===== config.mk =====
export PLATFORM = sky130hd
export DESIGN_NAME = snoop_bus_arbiter
export DESIGN_NICKNAME = d
export VERILOG_FILES = /design/src/rtl/snoop_bus_arbiter_pkg.sv /design/src/rtl/snoop_bus_arbiter_rr_picker.sv /design/src/rtl/snoop_bus_arbiter.sv
export SDC_FILE = /design/constraint.sdc
export NUM_CORES = 1
export LEC_CHECK = 0
export ABC_AREA = 1
export CORE_ASPECT_RATIO = 2
export CORE_MARGIN = 2
export CORE_UTILIZATION = 39
export CTS_CLUSTER_DIAMETER = 80
export DETAILED_ROUTE_END_ITERATION = 8
export PLACE_DENSITY_LB_ADDON = 0.1
export SYNTH_ARGS = -nofsm -noshare
export SYNTH_HDL_FRONTEND = slang
export SYNTH_SLANG_ARGS = --single-unit
export TNS_END_PERCENT = 100

===== constraint.sdc =====
create_clock -name clk -period 1.23 [get_ports clk]
set_clock_uncertainty 0.15 [all_clocks]
set_input_delay 0.246 -clock clk [delete_from_list [all_inputs] [get_ports clk]]
set_output_delay 0.246 -clock clk [all_outputs]
set_load 0.01 [all_outputs]

===== src/rtl/snoop_bus_arbiter_pkg.sv =====
// Shared coherence types for the snoop bus: transaction kinds, the bus message
// layout and the arbiter state encoding. CPU IDs are sized from SYS_NUM_CPUS,
// so a system with more CPUs must raise SYS_NUM_CPUS here as well.
package snoop_bus_arbiter_pkg;

    localparam int SYS_NUM_CPUS = 2;
    localparam int CPU_ID_WIDTH = $clog2(SYS_NUM_CPUS) + 1;
    localparam int ADDR_WIDTH   = 4;

    typedef enum logic [1:0] {
        Bus_Idle = 2'd0,
        Bus_Rd   = 2'd1,
        Bus_RdX  = 2'd2,
        Bus_Upgr = 2'd3
    } bus_tx_t;

    typedef struct packed {
        logic                    valid;
        logic [CPU_ID_WIDTH-1:0] source;
        logic [ADDR_WIDTH-1:0]   addr;
        bus_tx_t                 bus_tx;
    } bus_msg_t;

    typedef enum logic [1:0] {
        ARB_IDLE  = 2'd0,
        ARB_BCAST = 2'd1,
        ARB_RESP  = 2'd2
    } arb_state_t;

    // A request only competes for the bus when it carries a real transaction.
    function automatic logic is_eligible(input bus_msg_t msg);
        return msg.valid && (msg.bus_tx != Bus_Idle);
    endfunction

endpackage


===== src/rtl/snoop_bus_arbiter_rr_picker.sv =====
// Combinational round-robin picker: grants the first requester at or after
// ptr, wrapping modulo N. Shared with the crossbar.
module rr_picker #(
    parameter int N     = 2,
    parameter int IDX_W = 1
) (
    input  logic [N-1:0]     req,
    input  logic [IDX_W-1:0] ptr,
    output logic [N-1:0]     grant_onehot,
    output logic [IDX_W-1:0] grant_idx,
    output logic             any
);

    // Walk the candidates starting at ptr and keep only the first hit.
    always_comb begin
        logic [IDX_W-1:0] cand;
        grant_onehot = '0;
        grant_idx    = '0;
        any          = 1'b0;
        cand         = '0;
        for (int i = 0; i < N; i++) begin
            cand = IDX_W'((int'(ptr) + i) % N);
            if (!any && req[cand]) begin
                any                = 1'b1;
                grant_onehot[cand] = 1'b1;
                grant_idx          = cand;
            end
        end
    end

endmodule


===== src/rtl/snoop_bus_arbiter.sv =====
// Snoop bus arbiter: picks one coherence request per transaction round-robin,
// broadcasts it, gathers acks/shared from every other CPU and reports
// completion (or a timeout error) back to the requester.
module snoop_bus_arbiter
    import snoop_bus_arbiter_pkg::*;
#(
    parameter int NUM_CPUS    = SYS_NUM_CPUS,
    parameter int ACK_TIMEOUT = 15
) (
    input  logic                    clk,
    input  logic                    rst,
    input  bus_msg_t                req_msg [NUM_CPUS],
    output logic [NUM_CPUS-1:0]     req_ready,
    output bus_msg_t                bus_out,
    input  logic [NUM_CPUS-1:0]     snoop_ack,
    input  logic [NUM_CPUS-1:0]     snoop_shared,
    output logic                    done,
    output logic [CPU_ID_WIDTH-1:0] done_dest,
    output logic                    done_shared,
    output logic                    done_err
);

    localparam int PTR_W   = (NUM_CPUS > 1) ? $clog2(NUM_CPUS) : 1;
    localparam int TIMER_W = $clog2(ACK_TIMEOUT + 1);

    arb_state_t          state, next_state;
    logic [PTR_W-1:0]    rr_ptr;
    bus_msg_t            msg_q;
    logic [NUM_CPUS-1:0] ack_mask;
    logic [NUM_CPUS-1:0] shared_acc;
    logic [TIMER_W-1:0]  timer;
    logic                err_q;

    logic [NUM_CPUS-1:0] eligible;
    logic [NUM_CPUS-1:0] grant_onehot;
    logic [PTR_W-1:0]    grant_idx;
    logic                grant_any;
    logic [PTR_W-1:0]    ptr_after;
    bus_msg_t            granted_msg;
    logic [NUM_CPUS-1:0] src_onehot;
    logic [NUM_CPUS-1:0] ack_next;
    logic [NUM_CPUS-1:0] shared_next;
    logic                all_acked;
    logic                timer_expired;

    rr_picker #(
        .N     (NUM_CPUS),
        .IDX_W (PTR_W)
    ) u_picker (
        .req          (eligible),
        .ptr          (rr_ptr),
        .grant_onehot (grant_onehot),
        .grant_idx    (grant_idx),
        .any          (grant_any)
    );

    // Request qualification, winner capture and ack bookkeeping for this cycle.
    always_comb begin
        eligible    = '0;
        src_onehot  = '0;
        for (int i = 0; i < NUM_CPUS; i++) begin
            eligible[i]   = is_eligible(req_msg[i]);
            src_onehot[i] = (msg_q.source == CPU_ID_WIDTH'(i));
        end
        granted_msg        = req_msg[grant_idx];
        granted_msg.source = CPU_ID_WIDTH'(grant_idx);
        ptr_after     = (grant_idx == PTR_W'(NUM_CPUS - 1)) ? '0 : grant_idx + 1'b1;
        ack_next      = ack_mask | (snoop_ack & ~src_onehot);
        shared_next   = shared_acc | (snoop_ack & snoop_shared & ~src_onehot);
        all_acked     = &(ack_next | src_onehot);
        timer_expired = (timer == TIMER_W'(ACK_TIMEOUT - 1));
    end

    // State register; reset abandons any transaction in flight.
    always_ff @(posedge clk) begin
        if (rst) begin
            state <= ARB_IDLE;
        end else begin
            state <= next_state;
        end
    end

    // Next-state selection and decoded outputs.
    always_comb begin
        next_state  = state;
        req_ready   = '0;
        bus_out     = '0;
        done        = 1'b0;
        done_dest   = '0;
        done_shared = 1'b0;
        done_err    = 1'b0;
        case (state)
            ARB_IDLE: begin
                req_ready = grant_onehot;
                if (grant_any) begin
                    next_state = ARB_BCAST;
                end
            end
            ARB_BCAST: begin
                bus_out       = msg_q;
                bus_out.valid = 1'b1;
                if (all_acked || timer_expired) begin
                    next_state = ARB_RESP;
                end
            end
            ARB_RESP: begin
                done        = 1'b1;
                done_dest   = msg_q.source;
                done_shared = |shared_acc;
                done_err    = err_q;
                next_state  = ARB_IDLE;
            end
            default: begin
                next_state = ARB_IDLE;
            end
        endcase
    end

    // Transaction datapath: latch the winner, accumulate acks, run the timeout.
    always_ff @(posedge clk) begin
        if (rst) begin
            rr_ptr     <= '0;
            msg_q      <= '0;
            ack_mask   <= '0;
            shared_acc <= '0;
            timer      <= '0;
            err_q      <= 1'b0;
        end else begin
            case (state)
                ARB_IDLE: begin
                    if (grant_any) begin
                        msg_q      <= granted_msg;
                        rr_ptr     <= ptr_after;
                        ack_mask   <= '0;
                        shared_acc <= '0;
                        timer      <= '0;
                        err_q      <= 1'b0;
                    end
                end
                ARB_BCAST: begin
                    ack_mask   <= ack_next;
                    shared_acc <= shared_next;
                    if (all_acked) begin
                        err_q <= 1'b0;
                    end else if (timer_expired) begin
                        err_q <= 1'b1;
                    end else begin
                        timer <= timer + 1'b1;
                    end
                end
                default: begin
                end
            endcase
        end
    end

endmodule


* After elaboration in Yosys (flattened, before gate mapping)
Index checks and enable logic that the tools add are counted.
** Storage, ports and cells
- Latch bits :: 0
- Memory bits (writable) :: 0
- Input port bits :: 24
- Output and inout bits :: 16
- Bits in registers :: 19
- Logic and storage cells :: 91
- Memories kept :: 0
- Memory bits (read-only) :: 0
** Cells by class
- Multiplexer cells :: 38
- Reductions and logical operators :: 19
- Equality and inequality tests :: 8
- Order comparisons :: 5
- Multiply operators :: 0
- Shift operators :: 0
- Add/sub/neg operators :: 3
- Bitwise logic cells :: 9
- Div/mod/pow operators :: 0
** Operator list (number)
- $mux W1 :: 18
- $mux W6 :: 3
- $mux W2 :: 6
- $mux W4 :: 3
- $pmux W2 S2 :: 3
- $mux W9 :: 1
- $ne A2 B2 Y1 const B :: 4
- $or A2 B2 Y2 :: 4
- $pmux W4 S2 :: 1
- $reduce_and A2 Y1 :: 4
- $and A2 B2 Y2 :: 3
- $reduce_bool A2 Y1 :: 3
- $logic_and A1 B1 Y1 :: 5
- $add A4 B1 Y4 const B :: 1
- $eq A4 B4 Y1 const B :: 1
- $logic_not A2 Y1 :: 2
- $lt A1 B2 Y1 const B :: 2
- $reduce_and A4 Y1 :: 1
- $ne A3 B3 Y1 const B :: 1
- $reduce_and A3 Y1 :: 1
- $add A1 B1 Y1 const B :: 2
- $demux W1 S1 :: 2
- $eq A2 B1 Y1 const B :: 1
- $eq A2 B2 Y1 const B :: 1
- other kinds (8) :: 9

* Longest topological paths before layout
Gate-level depths: netlist of the first run.
- Depth after elaboration :: 12
- Mapped depth :: 10
- Gate-level depth less buffers :: 10

* Cells and area by module
A second synthesis of the first run with hierarchy kept.
** Unflattened totals
- Cell total of the unflattened synthesis :: 170
- Area, all modules :: 1183.6 sq um
** Modules (own cells, without submodules)
- snoop_bus_arbiter :: cells each 163, times used 1, area an instance 1153.6 sq um, sequential area each 380.4 sq um
- rr_picker :: cells each 7, times used 1, area an instance 30.0 sq um, sequential area each 0.0 sq um

* Least setup slack after synthesis of the first run
No wires, ideal clock.
- Path kind :: reg2reg
- Start point :: reg state[1]
- End point :: reg msg_q[2] in the netlist's numbering
- Path buffers :: 0
- Stages on the path, launching flop included :: 6
- Clock period less this slack :: 1297 ps
- Arrival time :: 1087 ps
- Slack :: -67 ps
- Data required time :: 1020 ps
- Library setup time :: 60 ps
- Cells stage by stage :: dfxtp_1 -> nor2_2 -> nand3_2 -> a31oi_1 -> nand3_1 -> nand2_1
** Between the ends
- Cells in the longest elaborated chain, start to end :: 2
** RTL lines
- start, declared :: line snoop_bus_arbiter.sv:26 : arb_state_t state, next_state;
- start signal, assigned :: line snoop_bus_arbiter.sv:79 : state <= next_state;
- $logic_not A2 Y1 :: line snoop_bus_arbiter.sv:129 : case (state)
- $reduce_and A2 Y1 (no source line)
- end signal, assigned :: line snoop_bus_arbiter.sv:132 : msg_q <= granted_msg;
- end, declared :: line snoop_bus_arbiter.sv:28 : bus_msg_t msg_q;
No other way between the ends.
A chain may end at the register's enable or synchronous reset.

* Worst setup path after layout of the first run
- Start point :: reg state[1]
- End point :: out req_ready[0]
** Between the ends
- Cells in the longest elaborated chain, start to end :: 2
** RTL lines
- $logic_not A2 Y1 :: line snoop_bus_arbiter.sv:92 : case (state)
- $mux W2 :: line snoop_bus_arbiter.sv:92
- end, declared :: line snoop_bus_arbiter.sv:13 : output logic [NUM_CPUS-1:0] req_ready,
No other way between the ends.

==> impl_metrics.env, run 1 <==
export IMPL_critPathLaunch="state[1]"
export IMPL_cts_clk_slew_worst_paths_ns=0.07
export IMPL_grt_max_degree=11
export IMPL_synth_xor_area_share_pct=1.63
export IMPL_ir_worst_vdd_mv=0.758
export IMPL_port_buffers=33
export IMPL_routabilityCongestion=0.774
export IMPL_rsz0062_at_grt="yes"
export IMPL_worstHoldPathCells=1
export IMPL_yosys_area_share_adder_pct=2.33
export IMPL_grt_pass1_wl_um=4760
export IMPL_clock_latency_ns=0.26
export IMPL_drive_gt1_share_pct=43.9
export IMPL_synthCells=160
export IMPL_hpwl_um=2280
export IMPL_cts_hold_buf=0
export IMPL_initial_core_util_pct=39.8
export IMPL_synth_seq_cells=19
export IMPL_wirelength_um=3060
export IMPL_num_io_pins=40
export IMPL_synth_top_family_by_area="simple AND/OR/NAND/NOR gates"
export IMPL_cts_made_buffers=3
export IMPL_rrSetupSlack_ns=-0.21
export IMPL_p_per_area_mw_per_mm2=978
export IMPL_fmax_mhz=642
export IMPL_power_leakage_nw=0.874
export IMPL_wl_per_cell_um=12.1
export IMPL_final_cell_mix="buf_4 (26), inv_1 (23), nand3_1 (19)"
export IMPL_setup_ws_ns=-0.327
export IMPL_crit_fanout=3
export IMPL_die_x_um=41.1
export IMPL_drv_slew=0
export IMPL_critPathKind="register to output port"
export IMPL_n_fill_cell=251
export IMPL_cts_tree="built"
export IMPL_antenna_found_initial=0
export IMPL_critPathArrivalTime_ns=1.16
export IMPL_synth_compound_area_share_pct=8.26
export IMPL_hold_path_end="timer[0]"
export IMPL_yosysSeqAreaShare_pct=35.3
export IMPL_reg2reg_from="state[1]"
export IMPL_startpoint_type="register"
export IMPL_hold_path_class="register to register"
export IMPL_first_pass_iters=4
export IMPL_rows=27
export IMPL_vias=1195
export IMPL_synth_mux_area_share_pct=0
export IMPL_fin_crit_ns=1.56
export IMPL_grt_pass1_vias=1142
export IMPL_diodes=0
export IMPL_required_ns=0.83
export IMPL_cap_viol_max_count=0
export IMPL_hold_start="timer[0]"
export IMPL_clock_path_buffers=2
export IMPL_yosysWarnings=0
export IMPL_yosysTopAreaCell="dfxtp_1"
export IMPL_grt_overflow=0
export IMPL_synth_area_per_cell_um2=6.73
export IMPL_fp_dieArea_mm2=0.00322
export IMPL_cts_root_buffer_cell="clkbuf_8"
export IMPL_die_y_um=78.3
export IMPL_numClockSinks=19
export IMPL_synth_area_top_cells="dfxtp_1 (35%), nand3_1 (11%), inv_1 (10%)"
export IMPL_fin_nets=250
export IMPL_area_delta_synth_final_pct=67.2
export IMPL_final_common_cell="buf_4"
export IMPL_cts_max_level=1
export IMPL_ant_nets=0
export IMPL_netlist_area_mm2=0.00108
export IMPL_final_cells=252
export IMPL_grt_use_total_pct=20.8
export IMPL_vias_per_cell=4.74
export IMPL_place_inst=244
export IMPL_ff2ff_path_depth=8
export IMPL_setup_violations=32
export IMPL_end_kind="output port"
export IMPL_yosys_area_share_simple_pct=35.7
export IMPL_fin_crit_sh_pct=127
export IMPL_post_route_util_pct=66.6
export IMPL_drc=0
export IMPL_worstReg2RegEnd="ack_mask[1]"
export IMPL_yosysUniqueCellTypes=25
export IMPL_drt_iter0_drc=27
export IMPL_hold_viol_final=0
export IMPL_synth_top_cell_area_share_pct=35.3
export IMPL_coreArea_mm2=0.00270
export IMPL_violations="setup timing"
export IMPL_status="finished with violations"
==> cell type report <==
| type | count | area (µm²) | area share [%] |
|---|---|---|---|
| Timing Repair Buffer | 63 | 519 | 28.9 |
| Sequential cell | 19 | 389 | 21.6 |
| Multi-Input combinational cell | 101 | 654 | 36.4 |
| Clock buffer | 4 | 45.0 | 2.50 |
| Timing Repair inverter | 1 | 11.3 | 0.626 |
| Inverter | 35 | 144 | 8.00 |
| Tap cell | 29 | 36.3 | 2.02 |
==> where the power goes <==
group | internal (mW) | switching, mW | leakage (nW) | total, mW
sequential | 0.659 | 0.0333 | 0.157 | 0.692
combinational | 0.302 | 0.322 | 0.695 | 0.623
clock | 0.230 | 0.214 | 0.0228 | 0.445
total | 1.19 | 0.569 | 0.874 | 1.76
==> synth_stat cells <==
cell type and instances:
nor2_1 18, buf_6 1, dfxtp_1 19, conb_1 1
inv_1 30, buf_4 3, buf_2 1, a31oi_1 2
xnor2_1 2, ha_1 2, nand3_1 24, nand3_2 4
a21oi_2 2, inv_2 4, o211ai_1 1, nor3_2 1
inv_4 1, nor2_4 1, nand2_1 26, nor2_2 1
a21oi_1 7, o21ai_0 2, clkbuf_1 1, nand2_2 5
o22ai_1 1
==> how the worst max path moves through the flow <==
stage | to | slack (ns) | depth (start not counted)
5_1_grt | req_ready[1] | -0.38 | 4
4_1_cts | req_ready[1] | -0.36 | 4
3_3_place_gp | req_ready[0] | -0.85 | 8
6_report | req_ready[0] | -0.33 | 6
2_1_floorplan | msg_q[3] | -0.01 | 9
3_5_place_dp | req_ready[0] | -0.89 | 8
==> routing by layer <==
layer | share of wire (%) | global-route usage [%] | up-vias
li1 | - | - | 623
met1 | 37 | 21.4 | 544
met2 | 60 | 37.7 | 24
met3 | 2.4 | 3.11 | 4
met4 | 1.3 | 8.39 | 0
met5 | 0 | 0 | -
==> registers in the layout (all words and copies together) (netlist names) <==
| name | count |
|---|---|
| msg_q | 7 |
| timer | 4 |
| ack_mask | 2 |
| shared_acc | 2 |
| state | 2 |
| err_q | 1 |
| rr_ptr | 1 |
==> metrics by stage <==
stage	hold slack (ns)	worst slack (ns)	setup TNS [ns]	total power, mW	cell area (µm²)
after floorplan	0.234	-0.0138	-0.0972	0.979	1130
after global placement	0.293	-0.849	-16.39	1.22	1660
after detailed placement	0.297	-0.891	-17.38	1.23	1660
after CTS	0.309	-0.358	-6.50	1.76	1770
after global routing	0.316	-0.383	-8.33	1.87	1800
final	0.299	-0.327	-6.05	1.76	1800
==> worst max-delay path: stages (launching register included) <==
cell and delay, ns:
dfxtp_4 0.37, nor2_4 0.14, nand3_2 0.11, inv_2 0.07
nand2_2 0.06, inv_2 0.07, buf_6 0.09
==> cells by family after synthesis <==
family,after synthesis
simple gates,80
buf+inv,41
flops,19
compound gates,15
xor+xnor,2
fa+ha+maj,2
other cells,1
==> what timing repair did <==
action                     4_1_cts  5_1_grt
buffers inserted                 5        2
setup endpoints to repair       32       33
hold endpoints to repair         0        0
cloned                           1        0
pin swaps                       11        6
gates resized for setup         93       11
Power figures use the tool's default switching activity.
==> run 2, diff against run 1 <==
Settings changed: CORE_ASPECT_RATIO 2 to 1.2.
==> run 2 against run 1 <==
  * The run still ends with setup timing left
  * Clock power is 29% lower
  * Die area is 0.73% lower
  * First-iteration DRC count is 19% lower
  * Routed wire length is 5.1% lower
  * Sequential cell count stayed put
  * Largest cell class unchanged
  * Largest power group unchanged
  * Highest routed layer unchanged
==> impl_metrics.env, run 2 (synthesis gave the netlist of run 1 again) <==
export IMPL_worstHoldPathCells=5
export IMPL_status="finished with violations"
export IMPL_cts_made_buffers=3
export IMPL_port_buffers=33
export IMPL_cap_viol_max_count=0
export IMPL_fin_crit_ns=1.59
export IMPL_hold_start="req_msg[1]"
export IMPL_setup_violations=32
export IMPL_die_x_um=52.0
export IMPL_cts_max_level=1
export IMPL_fin_crit_sh_pct=130
export IMPL_grt_max_degree=11
export IMPL_ff2ff_path_depth=9
export IMPL_startpoint_type="register"
export IMPL_fmax_mhz=628
export IMPL_worstReg2RegEnd="timer[2]"
export IMPL_num_io_pins=40
export IMPL_wirelength_um=2900
export IMPL_crit_fanout=3
export IMPL_hold_path_end="msg_q[1]"
export IMPL_post_dp_cell_area_mm2=0.00165
export IMPL_tns_ns=-7.86
export IMPL_critPathKind="register to output port"
export IMPL_diodes=0
export IMPL_ant_nets=0
export IMPL_hold_path_class="input port to register"
export IMPL_cp_top_family="flip-flops"
export IMPL_drive_gt1_share_pct=43.0
export IMPL_p_per_area_mw_per_mm2=912
export IMPL_seqCellArea_um2=390
export IMPL_largest_reg_flops=7
export IMPL_clock_path_buffers=2
export IMPL_wl_per_cell_um=11.1
export IMPL_ir_worst_vdd_mv=0.538
export IMPL_grt_overflow=0
export IMPL_grt_pass1_wl_um=4890
export IMPL_grt_pass1_vias=1164
export IMPL_vias_per_cell=4.69
export IMPL_cts_clk_slew_worst_paths_ns=0.11
export IMPL_area_delta_synth_final_pct=67.3
export IMPL_design_area_mm2=0.00180
export IMPL_final_cell_mix="buf_4 (30), inv_1 (26), nand3_1 (19), nand2_1 (19), nor2_1 (16)"
export IMPL_setup_ws_ns=-0.363
export IMPL_vias=1223
export IMPL_grt_use_total_pct=20.3
export IMPL_cts_hold_buf=0
export IMPL_initial_core_util_pct=41.7
export IMPL_regMostFlops="msg_q"
export IMPL_cp_slowest_stage_delay_ns=0.37
export IMPL_required_ns=0.83
export IMPL_cts_tree="built"
export IMPL_rows=20
export IMPL_n_fill_cell=216
export IMPL_slowest_stage="dfxtp_4"
export IMPL_die_y_um=61.5
export IMPL_multi_input_area_um2=632
export IMPL_reg2reg_from="state[0]"
export IMPL_critPathArrivalTime_ns=1.20
export IMPL_numClockSinks=19
export IMPL_critPathLaunch="state[0]"
export IMPL_antenna_found_initial=0
export IMPL_drt_iter0_drc=22
export IMPL_end_kind="output port"
export IMPL_fin_nets=255
export IMPL_violations="setup timing"
export IMPL_coreArea_mm2=0.00258
export IMPL_clock_latency_ns=0.29
export IMPL_power_leakage_nw=0.887
export IMPL_routabilityCongestion=0.845
export IMPL_cts_root_buffer_cell="clkbuf_4"
export IMPL_wl_met2_um=1500
export IMPL_first_pass_iters=5
export IMPL_largestRegisters="msg_q: 7 flops, timer: 4 flops"
export IMPL_dr_wl_met3_um=138
export IMPL_wl_met1_um=1210
export IMPL_finalPower_mw=1.64
export IMPL_rrSetupSlack_ns=-0.26
export IMPL_timing_critical_path_buf_inv=1
export IMPL_drv_slew=0
export IMPL_final_common_cell="buf_4"
export IMPL_fp_dieArea_mm2=0.00320
export IMPL_hold_viol_final=0
export IMPL_hpwl_um=2050
export IMPL_crit_chain="nor2_4, nand3_2, a31oi_4, buf_6"
export IMPL_rsz0062_at_grt="yes"
export IMPL_drc=0
export IMPL_maxUsedRoutingLayer="met4"
## run 2: cell types whose count changed in the layout (fill, tap and decap cells not counted), moves of 3 or more
cell / before / now
clkbuf_4: 0 / 3
buf_4: 26 / 30
inv_1: 23 / 26
clkbuf_8: 3 / 0
## run 2: timing repair
item	4_1_cts	5_1_grt
resized for setup	82	14
buffers inserted	8	2
setup endpoints to repair	32	33
cloned	1	0
pin swaps	4	2
## run 2: layout make-up
type | count | share of cell area [%]
timing repair inverter | 1 | 0.486
tap | 33 | 2.29
sequential | 19 | 21.7
multi-input combinational | 101 | 35.1
inverter | 35 | 7.85
clock buffer | 4 | 1.46
timing repair buffer | 68 | 31.1
## run 2: per-stage QoR
stage | instances | worst slack (ns) | hold slack (ns) | utilization, %
floorplan | 161 | -0.0138 | 0.234 | -
global placement | 246 | -0.861 | 0.289 | 64.0
detailed placement | 246 | -0.885 | 0.304 | 64.0
CTS | 259 | -0.391 | 0.276 | 68.1
global route | 261 | -0.436 | 0.308 | 69.9
finish | 261 | -0.363 | 0.276 | 69.9
## run 2: where the power goes
part,total [mW],internal (mW),switching (mW)
combinational,0.635,0.319,0.316
sequential,0.690,0.659,0.0310
clock,0.317,0.126,0.191
## run 2: worst min-delay path: stages
cell           delay (ns)
dlygate4sd2_1        0.21
nand3_1              0.09
nand3_2              0.07
nand2_1              0.04
inv_1                0.04
## run 2: how the worst max path moves through the flow
stage | endpoint | slack [ns] | depth (start not counted)
floorplan | msg_q[3] | -0.01 | 9
global placement | req_ready[1] | -0.86 | 6
detailed placement | req_ready[1] | -0.88 | 6
CTS | bus_out[8] | -0.39 | 4
global route | req_ready[0] | -0.44 | 6
finish | req_ready[1] | -0.36 | 4
## run 2: routing by layer
metal  vias to the layer above  GRT usage, %
met1                       556          23.4
met3                         6          2.67
met5                         -             0
met4                         0          10.2
li1                        627             -
met2                        34          36.9
==> run 3, diff against run 2 <==
Settings changed: GPL_TIMING_DRIVEN set to 0.
==> run 3 against run 2 <==
  * The run still ends with setup timing left
  * Global-route usage up 0.082 points
  * Sequential power up 1%
  * Combinational power up 0.8%
  * Final cell count down 5.0%
  * Total power up 1.2%
  * Count of clock-buffer cells in the layout unchanged
  * Die area unchanged
  * Sequential share of layout area up 0.39 points
==> impl_metrics.env, run 3 (synthesis gave the netlist of run 1 again) <==
export IMPL_grt_pass1_vias=1160
export IMPL_fin_crit_sh_pct=133
export IMPL_fmax_mhz=610
export IMPL_drv_slew=0
export IMPL_fin_crit_ns=1.64
export IMPL_num_io_pins=40
export IMPL_vias=1175
export IMPL_regMostFlops="msg_q"
export IMPL_hold_viol_final=0
export IMPL_fp_dieArea_mm2=0.00320
export IMPL_port_buffers=32
export IMPL_die_x_um=52.0
export IMPL_power_leakage_nw=0.847
export IMPL_violations="setup timing"
export IMPL_clock_path_buffers=2
export IMPL_final_cells=248
export IMPL_cts_tree="built"
export IMPL_cp_slowest_stage_delay_ns=0.39
export IMPL_diodes=0
export IMPL_cts_hold_buf=0
export IMPL_die_y_um=61.5
export IMPL_setup_ws_ns=-0.409
export IMPL_initial_core_util_pct=41.7
export IMPL_hold_slack_ns=0.199
export IMPL_fin_nets=242
export IMPL_cp_top_family="flip-flops"
export IMPL_grt_pass1_wl_um=4840
export IMPL_startpoint_type="register"
export IMPL_place_inst=226
export IMPL_cts_clk_slew_worst_paths_ns=0.11
export IMPL_ir_worst_vdd_mv=0.554
export IMPL_status="finished with violations"
export IMPL_setup_violations=33
export IMPL_grt_max_degree=11
export IMPL_rows=20
export IMPL_hpwl_um=1920
export IMPL_final_common_cell="inv_1"
export IMPL_clock_latency_ns=0.29
export IMPL_crit_fanout=3
export IMPL_design_area_mm2=0.00176
export IMPL_antenna_found_initial=0
export IMPL_ant_nets=0
export IMPL_post_dp_cell_area_mm2=0.00149
export IMPL_coreArea_mm2=0.00258
export IMPL_worstHoldPathCells=2
export IMPL_cts_root_buffer_cell="clkbuf_4"
export IMPL_timing_critical_path_buf_inv=1
export IMPL_routabilityCongestion=0.799
export IMPL_critPathKind="register to output port"
export IMPL_vias_per_cell=4.74
export IMPL_drive_gt1_share_pct=44.7
export IMPL_ff2ff_path_depth=8
export IMPL_cap_viol_max_count=0
export IMPL_wl_per_cell_um=12.1
export IMPL_first_pass_iters=4
export IMPL_slowest_stage="dfxtp_4"
export IMPL_wirelength_um=2990
export IMPL_rsz0062_at_grt="yes"
export IMPL_largest_reg_flops=7
export IMPL_drt_iter0_drc=19
export IMPL_required_ns=0.83
export IMPL_grt_overflow=0
export IMPL_largestRegisters="msg_q: 7 flops, timer: 4 flops"
export IMPL_area_delta_synth_final_pct=63.8
export IMPL_critPathArrivalTime_ns=1.24
export IMPL_post_route_util_pct=68.4
export IMPL_drc=0
export IMPL_end_kind="output port"
export IMPL_final_cell_mix="inv_1 (24), nand3_1 (18), nand2_1 (17)"
export IMPL_numClockSinks=19
export IMPL_p_per_area_mw_per_mm2=942
export IMPL_cts_max_level=1
export IMPL_grt_use_total_pct=20.4
export IMPL_crit_chain="nor2_4, nand3_4, a31oi_4, buf_6"
export IMPL_cts_made_buffers=3
export IMPL_worst_path_stages=4
export IMPL_tns_ns=-9.32
export IMPL_hold_path_class="input port to register"
==> run 3: changes by cell type in the layout (fill, tap and decap cells not counted), sizes merged <==
| cell | previous run | this run |
|---|---|---|
| buf | 49 | 36 |
| bufbuf | 0 | 1 |
| clkbuf | 4 | 5 |
| clkdlybuf4s50 | 14 | 13 |
| inv | 36 | 35 |
==> run 3: stage by stage <==
step | setup slack, ns | power [mW]
3_5_place_dp | -0.971 | 1.14
5_1_grt | -0.461 | 1.75
4_1_cts | -0.410 | 1.59
3_3_place_gp | -0.957 | 1.13
6_report | -0.409 | 1.66
2_1_floorplan | -0.0138 | 0.979
==> run 3: path summary, 6_finish.rpt <==
path,startpoint,to,slack [ns]
worst max-delay path,state[0],req_ready[1],-0.41
worst min-delay path,rst,timer[1],0.20
worst max register to register,state[0],timer[3],-0.38
worst min register to register,timer[0],timer[0],0.31
==> run 3: area by class of cell <==
cell class              instances  area, µm²
inverters                      35        144
flip-flops and latches         19        389
repair buffers                 51        452
plain buffers                   5       38.8
well taps                      33       41.3
clock buffers                   4       26.3
fillers                       231        815
multi-input cells             101        672
==> run 3: repair_timing <==
item	4_1_cts	5_1_grt
pin swaps	10	9
gates resized for setup	87	21
setup endpoints to repair	32	33
buffers inserted	13	6
gates cloned	1	0
==> run 3: where the power goes <==
part	internal [mW]	total, mW	switching (mW)
Clock	0.126	0.322	0.196
Sequential	0.659	0.700	0.0407
Combinational	0.321	0.640	0.319
==> run 3: metal layers <==
layer  track usage (%)  wire length [µm]
met4              11.7                35
met5                 0                 0
met2              38.0              1620
met1              22.2              1190
met3              2.67               148
